==> src/rtl/pipe_mdu_pkg.sv <==
// pipe_mdu_pkg: shared types and constants for the EX-stage multiply/divide unit (MDU_DIV_EN adds the DIV state)
package pipe_mdu_pkg;

    localparam int ITER = 32;
    localparam int CW = 5;
    localparam logic [31:0] DIV0_QUOT = 32'hFFFF_FFFF;

`ifdef MDU_DIV_EN
    typedef enum logic [1:0] {IDLE, MUL, DIV, FIX} state_t;
`else
    typedef enum logic [1:0] {IDLE, MUL, FIX} state_t;
`endif

    function automatic logic last_iter(input logic [CW-1:0] c);
        return c == CW'(ITER - 1);
    endfunction

endpackage

==> src/rtl/pipe_mdu_abs.sv <==
// pipe_mdu_abs: conditional two's-complement negate, used for operand magnitudes and result sign fix-up
module pipe_mdu_abs #(
    parameter int W = 32
) (
    input  logic [W-1:0] a,
    input  logic         neg,
    output logic [W-1:0] y
);

    assign y = neg ? -a : a;

endmodule

==> src/rtl/pipe_mdu.sv <==
// pipe_mdu: iterative multiply (and, with MDU_DIV_EN, restoring divide) unit with HI/LO and pipeline stall
module pipe_mdu
    import pipe_mdu_pkg::*;
#(
    parameter int XLEN = 32
) (
    input  logic            clk,
    input  logic            clrn,
    input  logic [XLEN-1:0] ea,
    input  logic [XLEN-1:0] eb,
    input  logic            emult,
    input  logic            esign,
    input  logic            ediv,
    input  logic            emfhi,
    input  logic            emflo,
    output logic [XLEN-1:0] mdu_out,
    output logic            mdu_busy,
    output logic            mdu_stall,
    output logic [XLEN-1:0] hi,
    output logic [XLEN-1:0] lo
);

    state_t            state;
    state_t            run_st;
    logic [CW-1:0]     count;
    logic [2*XLEN-1:0] acc;
    logic [2*XLEN-1:0] mul_next;
    logic [2*XLEN-1:0] prod;
    logic [2*XLEN-1:0] res;
    logic [XLEN:0]     madd;
    logic [XLEN-1:0]   mcand;
    logic [XLEN-1:0]   ma;
    logic [XLEN-1:0]   mb;
    logic              rsign;
    logic              busy;
    logic              start;

    pipe_mdu_abs #(.W(XLEN)) u_abs_a (.a(ea), .neg(esign & ea[XLEN-1]), .y(ma));
    pipe_mdu_abs #(.W(XLEN)) u_abs_b (.a(eb), .neg(esign & eb[XLEN-1]), .y(mb));
    pipe_mdu_abs #(.W(2*XLEN)) u_fix_p (.a(acc), .neg(rsign), .y(prod));

    // one shift-add step: add multiplicand into the upper half when the current multiplier bit is set, then shift right
    assign madd = {1'b0, acc[2*XLEN-1:XLEN]} + {1'b0, mcand};
    assign mul_next = acc[0] ? {madd, acc[XLEN-1:1]} : {1'b0, acc[2*XLEN-1:1]};

`ifdef MDU_DIV_EN
    logic [2*XLEN:0]   sh;
    logic [2*XLEN-1:0] div_next;
    logic [XLEN-1:0]   diff;
    logic [XLEN-1:0]   quot;
    logic [XLEN-1:0]   rmd;
    logic              ge;
    logic              dsign;
    logic              dz;
    logic              opdiv;

    // restoring step: remainder in the upper half, dividend shifting out of / quotient shifting into the lower half
    assign sh = {acc, 1'b0};
    assign ge = sh[2*XLEN:XLEN] >= {1'b0, mcand};
    assign diff = sh[2*XLEN-1:XLEN] - mcand;
    assign div_next = ge ? {diff, sh[XLEN-1:1], 1'b1} : sh[2*XLEN-1:0];

    pipe_mdu_abs #(.W(XLEN)) u_fix_q (.a(acc[XLEN-1:0]), .neg(rsign), .y(quot));
    pipe_mdu_abs #(.W(XLEN)) u_fix_r (.a(acc[2*XLEN-1:XLEN]), .neg(dsign), .y(rmd));

    assign start = (state == IDLE) & emult;
    assign run_st = ediv ? DIV : MUL;
    assign res = opdiv ? {rmd, dz ? XLEN'(DIV0_QUOT) : quot} : prod;

    // divide-only side information latched at start for the fix-up cycle
    always_ff @(posedge clk or negedge clrn) begin
        if (!clrn) begin
            dsign <= 1'b0;
            dz    <= 1'b0;
            opdiv <= 1'b0;
        end else if (start) begin
            dsign <= esign & ea[XLEN-1];
            dz    <= mb == '0;
            opdiv <= ediv;
        end
    end
`else
    assign start = (state == IDLE) & emult & ~ediv;
    assign run_st = MUL;
    assign res = prod;
`endif

    // sequencer: capture magnitudes, iterate 32 times, sign-fix into HI/LO
    always_ff @(posedge clk or negedge clrn) begin
        if (!clrn) begin
            state <= IDLE;
            count <= '0;
            acc   <= '0;
            mcand <= '0;
            rsign <= 1'b0;
            busy  <= 1'b0;
            hi    <= '0;
            lo    <= '0;
        end else begin
            case (state)
                IDLE: if (start) begin
                    state <= run_st;
                    count <= '0;
                    acc   <= {{XLEN{1'b0}}, ma};
                    mcand <= mb;
                    rsign <= esign & (ea[XLEN-1] ^ eb[XLEN-1]);
                    busy  <= 1'b1;
                end
                MUL: begin
                    acc   <= mul_next;
                    count <= count + CW'(1);
                    if (last_iter(count)) state <= FIX;
                end
`ifdef MDU_DIV_EN
                DIV: begin
                    acc   <= div_next;
                    count <= count + CW'(1);
                    if (last_iter(count)) state <= FIX;
                end
`endif
                FIX: begin
                    {hi, lo} <= res;
                    state    <= IDLE;
                    busy     <= 1'b0;
                end
                default: state <= IDLE;
            endcase
        end
    end

    assign mdu_busy  = busy;
    assign mdu_stall = busy & (emult | emfhi | emflo);
    assign mdu_out   = emfhi ? hi : emflo ? lo : '0;

endmodule

==> config.mk <==
export PLATFORM = sky130hd
export DESIGN_NAME = pipe_mdu
export DESIGN_NICKNAME = d
export VERILOG_FILES = /design/src/rtl/pipe_mdu_pkg.sv /design/src/rtl/pipe_mdu_abs.sv /design/src/rtl/pipe_mdu.sv
export SDC_FILE = /design/constraint.sdc
export NUM_CORES = 1
export LEC_CHECK = 0
export ABC_AREA = 1
export ABC_CLOCK_PERIOD_IN_PS = 2400
export CORE_ASPECT_RATIO = 1.1
export CORE_MARGIN = 1
export CORE_UTILIZATION = 50
export CTS_BUF_LIST = sky130_fd_sc_hd__clkbuf_2 sky130_fd_sc_hd__clkbuf_4 sky130_fd_sc_hd__clkbuf_8
export DETAILED_ROUTE_END_ITERATION = 16
export DONT_BUFFER_PORTS = 1
export PLACE_DENSITY = 0.77
export SLEW_MARGIN = 10
export SYNTH_ARGS = -nofsm -noshare
export SYNTH_HDL_FRONTEND = slang
export SYNTH_SLANG_ARGS = --single-unit
==> constraint.sdc <==
create_clock -name clk -period 2.4 [get_ports clk]
set_input_delay 0.48 -clock clk [delete_from_list [all_inputs] [get_ports clk]]
set_output_delay 0.48 -clock clk [all_outputs]
set_load 0.01 [all_outputs]
# --- After elaboration in Yosys (flattened, before gate mapping) ---
# Index checks and enable logic that the tools add are counted.
totals:
  register_bits: 169
  inputBits: 71
  output_inout_bits: 98
  word_cells: 50
classes:
  addsub: 5
  n_eq_ne: 5
  n_mux: 15
  bitwise: 10
  n_reduce_logical: 7
ops:
  columns: ["operator", "count"]
  rows:
  - ["$mux W64", 3]
  - ["$mux W32", 4]
  - ["$pmux W64 S2", 1]
  - ["$neg A32 Y32", 2]
  - ["$neg A64 Y64", 1]
  - ["$add A32 B32 Y33", 1]
  - ["$pmux W5 S2", 1]
  - ["$reduce_and A2 Y1", 4]
  - ["$and A1 B1 Y1", 6]
  - ["$add A5 B1 Y5 const B", 1]
  - ["$eq A5 B5 Y1 const B", 1]
  - ["$mux W5", 1]
  - ["$mux W2", 2]
  - ["$ne A2 B2 Y1 const B", 2]
  - ["$pmux W2 S2", 1]
  - ["$reduce_bool A2 Y1", 2]
  - ["$eq A2 B1 Y1 const B", 1]
  - ["$eq A2 B2 Y1 const B", 1]
  - ["$logic_not A2 Y1", 1]
  - ["$or A1 B1 Y1", 2]
  - ["$pmux W1 S2", 1]
  - ["$mux W1", 1]
  - ["$not A1 Y1", 1]
  - ["$xor A1 B1 Y1", 1]

# --- Longest topological paths before layout ---
logic_depth:
  word_depth: 5
  mapped_depth: 15
  depth_no_buf: 14

# --- Modules after synthesis ---
# A second synthesis with hierarchy kept.
hier_totals:
  cells_unflattened: 2390
  hier_area_um2: 14257.4
by_module_without_submodules:
  columns: ["module", "instances", "cells_per_inst", "area_each_um2", "seq_area_each_um2"]
  rows:
  - ["pipe_mdu", 1, 1442, 9741.8, 4229.1]
  - ["pipe_mdu_abs (u_fix_p)", 1, 498, 2411.1, 0.0]
  - ["pipe_mdu_abs (u_abs_a ...)", 2, 225, 1052.3, 0.0]

# --- Worst setup path before layout ---
# Ideal clock, no wire load.
synth_path:
  kind: "register to register"
  from: "register acc[0]"
  to: "register hi[24]"
  setup_time_ns: 0.117
  arrival_time_ns: 2.184
  t_required_ns: 2.283
  slack_ns: 0.099
  path_stages_with_launch: 16
  n_path_buf: 2
  period_less_slack_ns: 2.301
  cell_sequence: "dfrtp_1 inv_1 buf_1 buf_1 ha_1 inv_1 nor3_1 nand4_1 nor2_1 nand2_1 nand2_1 nand2_1 nand2_1 nand2_1 nand2_1 nand2_1"
synth_between:
  elab_chain_cells: 2
synth_rtl:
  columns: ["item", "line_no", "rtl"]
  rows:
  - ["start: declaration", "pipe_mdu.sv:26", "logic [2*XLEN-1:0] acc;"]
  - ["start signal: assignment", "pipe_mdu.sv:104", "acc <= {{XLEN{1'b0}}, ma};"]
  - ["start signal: assignment", "pipe_mdu.sv:110", "acc <= mul_next;"]
  - ["$neg A64 Y64", "pipe_mdu_abs.sv:10", "assign y = neg ? -a : a;"]
  - ["$mux W64", "pipe_mdu_abs.sv:10", null]
  - ["end signal: assignment", "pipe_mdu.sv:122", "{hi, lo} <= res;"]
  - ["end: declaration", "pipe_mdu.sv:19", "output logic [XLEN-1:0] hi,"]
# Every way passes these cells.
# A chain may end at the register's enable or synchronous reset.

# --- Worst setup path after layout ---
layout_path:
  from: "register acc[33]"
  to: "register acc[63]"
layout_between:
  elab_chain_cells: 3
layout_rtl:
  columns: ["item", "line_no", "rtl"]
  rows:
  - ["$add A32 B32 Y33", "pipe_mdu.sv:43", "assign madd = {1'b0, acc[2*XLEN-1:XLEN]} + {1'b0, mcand};"]
  - ["$mux W64", "pipe_mdu.sv:44", "assign mul_next = acc[0] ? {madd, acc[XLEN-1:1]} : {1'b0, acc[2*XLEN-1:1]};"]
  - ["$pmux W64 S2", "pipe_mdu.sv:100", "case (state)"]
# Every way passes these cells.

==> results.ini <==
[timing]
worst_pin_slew_ps = 830
setup_viol = 0
skew_ps = 21.0
timing.final.hold_violations = 169
clock.fmax_mhz = 442
drv_slew = 0
relSlewSlack_pct = 44.7
period_needed_ps = 2260
fin_tns_setup_ps = 0
hold_ws_ps = -326
post-route-period-util_pct = 94.4

[cts]
cts_tree = built
cts_max_path_buffers = 2
clock_sinks = 169
h-tree-depth = 4
numCtsBuffers = 17
ctsRootBufferMaster = clkbuf_8
clk_pin_slew_worst_paths_ps = 110
clock_latency_ps = 490

[logic_synthesis]
ys_ff_latch = 169
synth_area_um2 = 13600
synth.net_count = 2334
syn_inst = 2225
ys_types = 41
syn_avg_cell_area_um2 = 6.09
synth_edf_count = 0
async_flop_share_pct = 100
yosysWarningCount = 0
ys_seq_area_share_pct = 31.2
ys.flop_type = dfrtp_1

[cells_and_area]
multi_input_area_um2 = 7940
area_growth_pct = 6.42
drive_gt1_share_pct = 3.70
final_common_cell = nand2_1
n_antenna_cell = 0
seqCellArea_um2 = 4230
final_cell_mix = nand2_1 (779), inv_1 (294), nor2_1 (247)
nFillCells = 2750
finalNetCount = 2316

[die]
num_io_pins = 169
start_util_pct = 51.4
core_area_um2 = 26400
die_y_um = 175
die-area_um2 = 27800
rows = 62
die_w_um = 159

[detailed_routing]
finalWirelength_um = 46000
drc = 0
wire_per_inst_um = 17.9
vias = 14370
via_per_inst = 5.59
ant_nets = 0
drtIter0Drc = 1327
first_pass_iters = 7

[grt]
grtUsageTotal_pct = 33.5
antenna_found_initial = 0
grt_pass1_wl_um = 72900
grt-ovfl-total = 0
grt_max_degree = 170
grt_pass1_vias = 13381

[hold_path]
hp-class = input pin to async pin

[power_and_ir_drop]
peakVddDrop_uv = 539
power_density_nw_per_um2 = 1380
power.total_mw = 19.9
p_leak_nw = 7.45

[run]
drv_cap = 0

[setup_path]
ff2ff_path_depth = 13
worstSetupPathType = flop to flop
setup.worst_path.start_class = flop
r2r_end = acc[63]
r2r-start = acc[33]
crit_path_max_fanout = 5
rrSetupSlack_ps = 140
cp-end-kind = flop
cp.required_ps = 2830
worstPathArrival_ps = 2700

[placement]
portBuffers = 0
dp_hpwl_um = 36200
gp_congestion = 0.983

[run_status]
violations = negative hold slack
status = finished with violations

## area by class of cell
class                      count  area share (%)
tap                          352            3.05
sequential                   169            29.3
multi-input combinational   1689            55.1
clock buffer                  17            1.62
clock inverter                14            1.30
timing repair buffer          33            1.89
inverter                     297            7.73
## logic make-up (layout without fill, tap and decap cells)
| logic type | after synthesis | after routing | share of synthesized area, % |
|---|---|---|---|
| AO/OA/AOI/OAI | 286 | 286 | 11.8 |
| XOR/XNOR | 58 | 58 | 3.75 |
| adder cells (fa/ha/maj) | 38 | 38 | 3.56 |
| buffers and inverters | 367 | 361 | 10.3 |
| flip-flops | 169 | 169 | 31.2 |
| AND/OR/NAND/NOR | 1307 | 1307 | 39.4 |
## state kept, by name, summed over array words and instances (netlist names)
register  cells
rsign         1
count         5
mcand        32
lo           32
hi           32
mdu_busy      1
acc          64
state         2
## routing by layer
metal / up-vias / global-route usage, % / part of all wire (%)
met5: - / 0 / 0
met1: 6615 / 46.8 / 45
li1: 7057 / - / -
met2: 621 / 53.2 / 44
met3: 77 / 4.39 / 8.0
met4: 0 / 11.7 / 3.0
## worst max-delay path: stages (launching register included)
cell and delay (ps):
dfrtp_2 460, inv_1 180, fa_1 480, inv_1 150, nand3_1 110, nand3_2 140
nand2_1 60, nand2_1 140, nand2_1 100, nand3_1 120, nand2_1 70, nand3_1 90
nand2_1 60, nand2_1 50
## stage by stage
stage,area (um2),setup WS [ps],util (%),instances
global route,14400,-10.1,54.7,2571
CTS,14400,55.7,54.6,2571
floorplan,13600,99.0,-,2225
finish,14400,136,54.7,2571
detailed placement,14000,71.9,53.0,2540
global placement,14000,127,53.0,2540
## worst max-delay path by stage
| stage | cells past startpoint | from | end |
|---|---|---|---|
| 2_1_floorplan | 15 | acc[0] | hi[24] |
| 3_3_place_gp | 12 | acc[33] | acc[55] |
| 3_5_place_dp | 13 | acc[33] | acc[63] |
| 4_1_cts | 13 | acc[33] | acc[63] |
| 5_1_grt | 12 | acc[33] | acc[51] |
| 6_report | 13 | acc[33] | acc[63] |
## report_power, final
part	internal [mW]	leakage [nW]	total, mW	switching [mW]
clock network	1.05	0.207	2.28	1.23
logic	3.82	5.22	11.5	7.71
registers	4.17	2.02	6.07	1.90
## what timing repair did
item,in CTS,in global routing
setup buffers,0,0
setup endpoints to repair,0,10
endpoints found under the hold margin,169,169
gates resized for setup,0,4
## cells in the mapped netlist, types with 2 or more instances
| cell | count | area [um2] |
|---|---|---|
| nand2_1 | 780 | 2930 |
| inv_1 | 294 | 1100 |
| nor2_1 | 247 | 927 |
| nand3_1 | 225 | 1130 |
| dfrtp_1 | 169 | 4230 |
| o21ai_0 | 143 | 716 |
| a21oi_1 | 72 | 360 |
| xor2_1 | 53 | 464 |
| clkbuf_1 | 49 | 184 |
| ha_1 | 37 | 463 |
| o22ai_1 | 23 | 144 |
| nand4_1 | 21 | 131 |
| nor3_1 | 18 | 90.1 |
| o21bai_1 | 13 | 97.6 |
| o221ai_1 | 13 | 114 |
| buf_2 | 10 | 50.1 |
| buf_1 | 9 | 33.8 |
| o211ai_1 | 6 | 45.0 |
| o21ai_1 | 5 | 25.0 |
| xnor2_1 | 5 | 43.8 |
| inv_2 | 3 | 11.3 |
| nand3b_1 | 3 | 22.5 |
| a22o_1 | 2 | 17.5 |
| a31oi_1 | 2 | 12.5 |
| and2_1 | 2 | 12.5 |
| nor2_2 | 2 | 12.5 |
| nor2_4 | 2 | 22.5 |
| o21ai_2 | 2 | 17.5 |
| o31ai_1 | 2 | 15.0 |
| or2_2 | 2 | 12.5 |
Note: power is estimated with default switching activity, not from simulation.
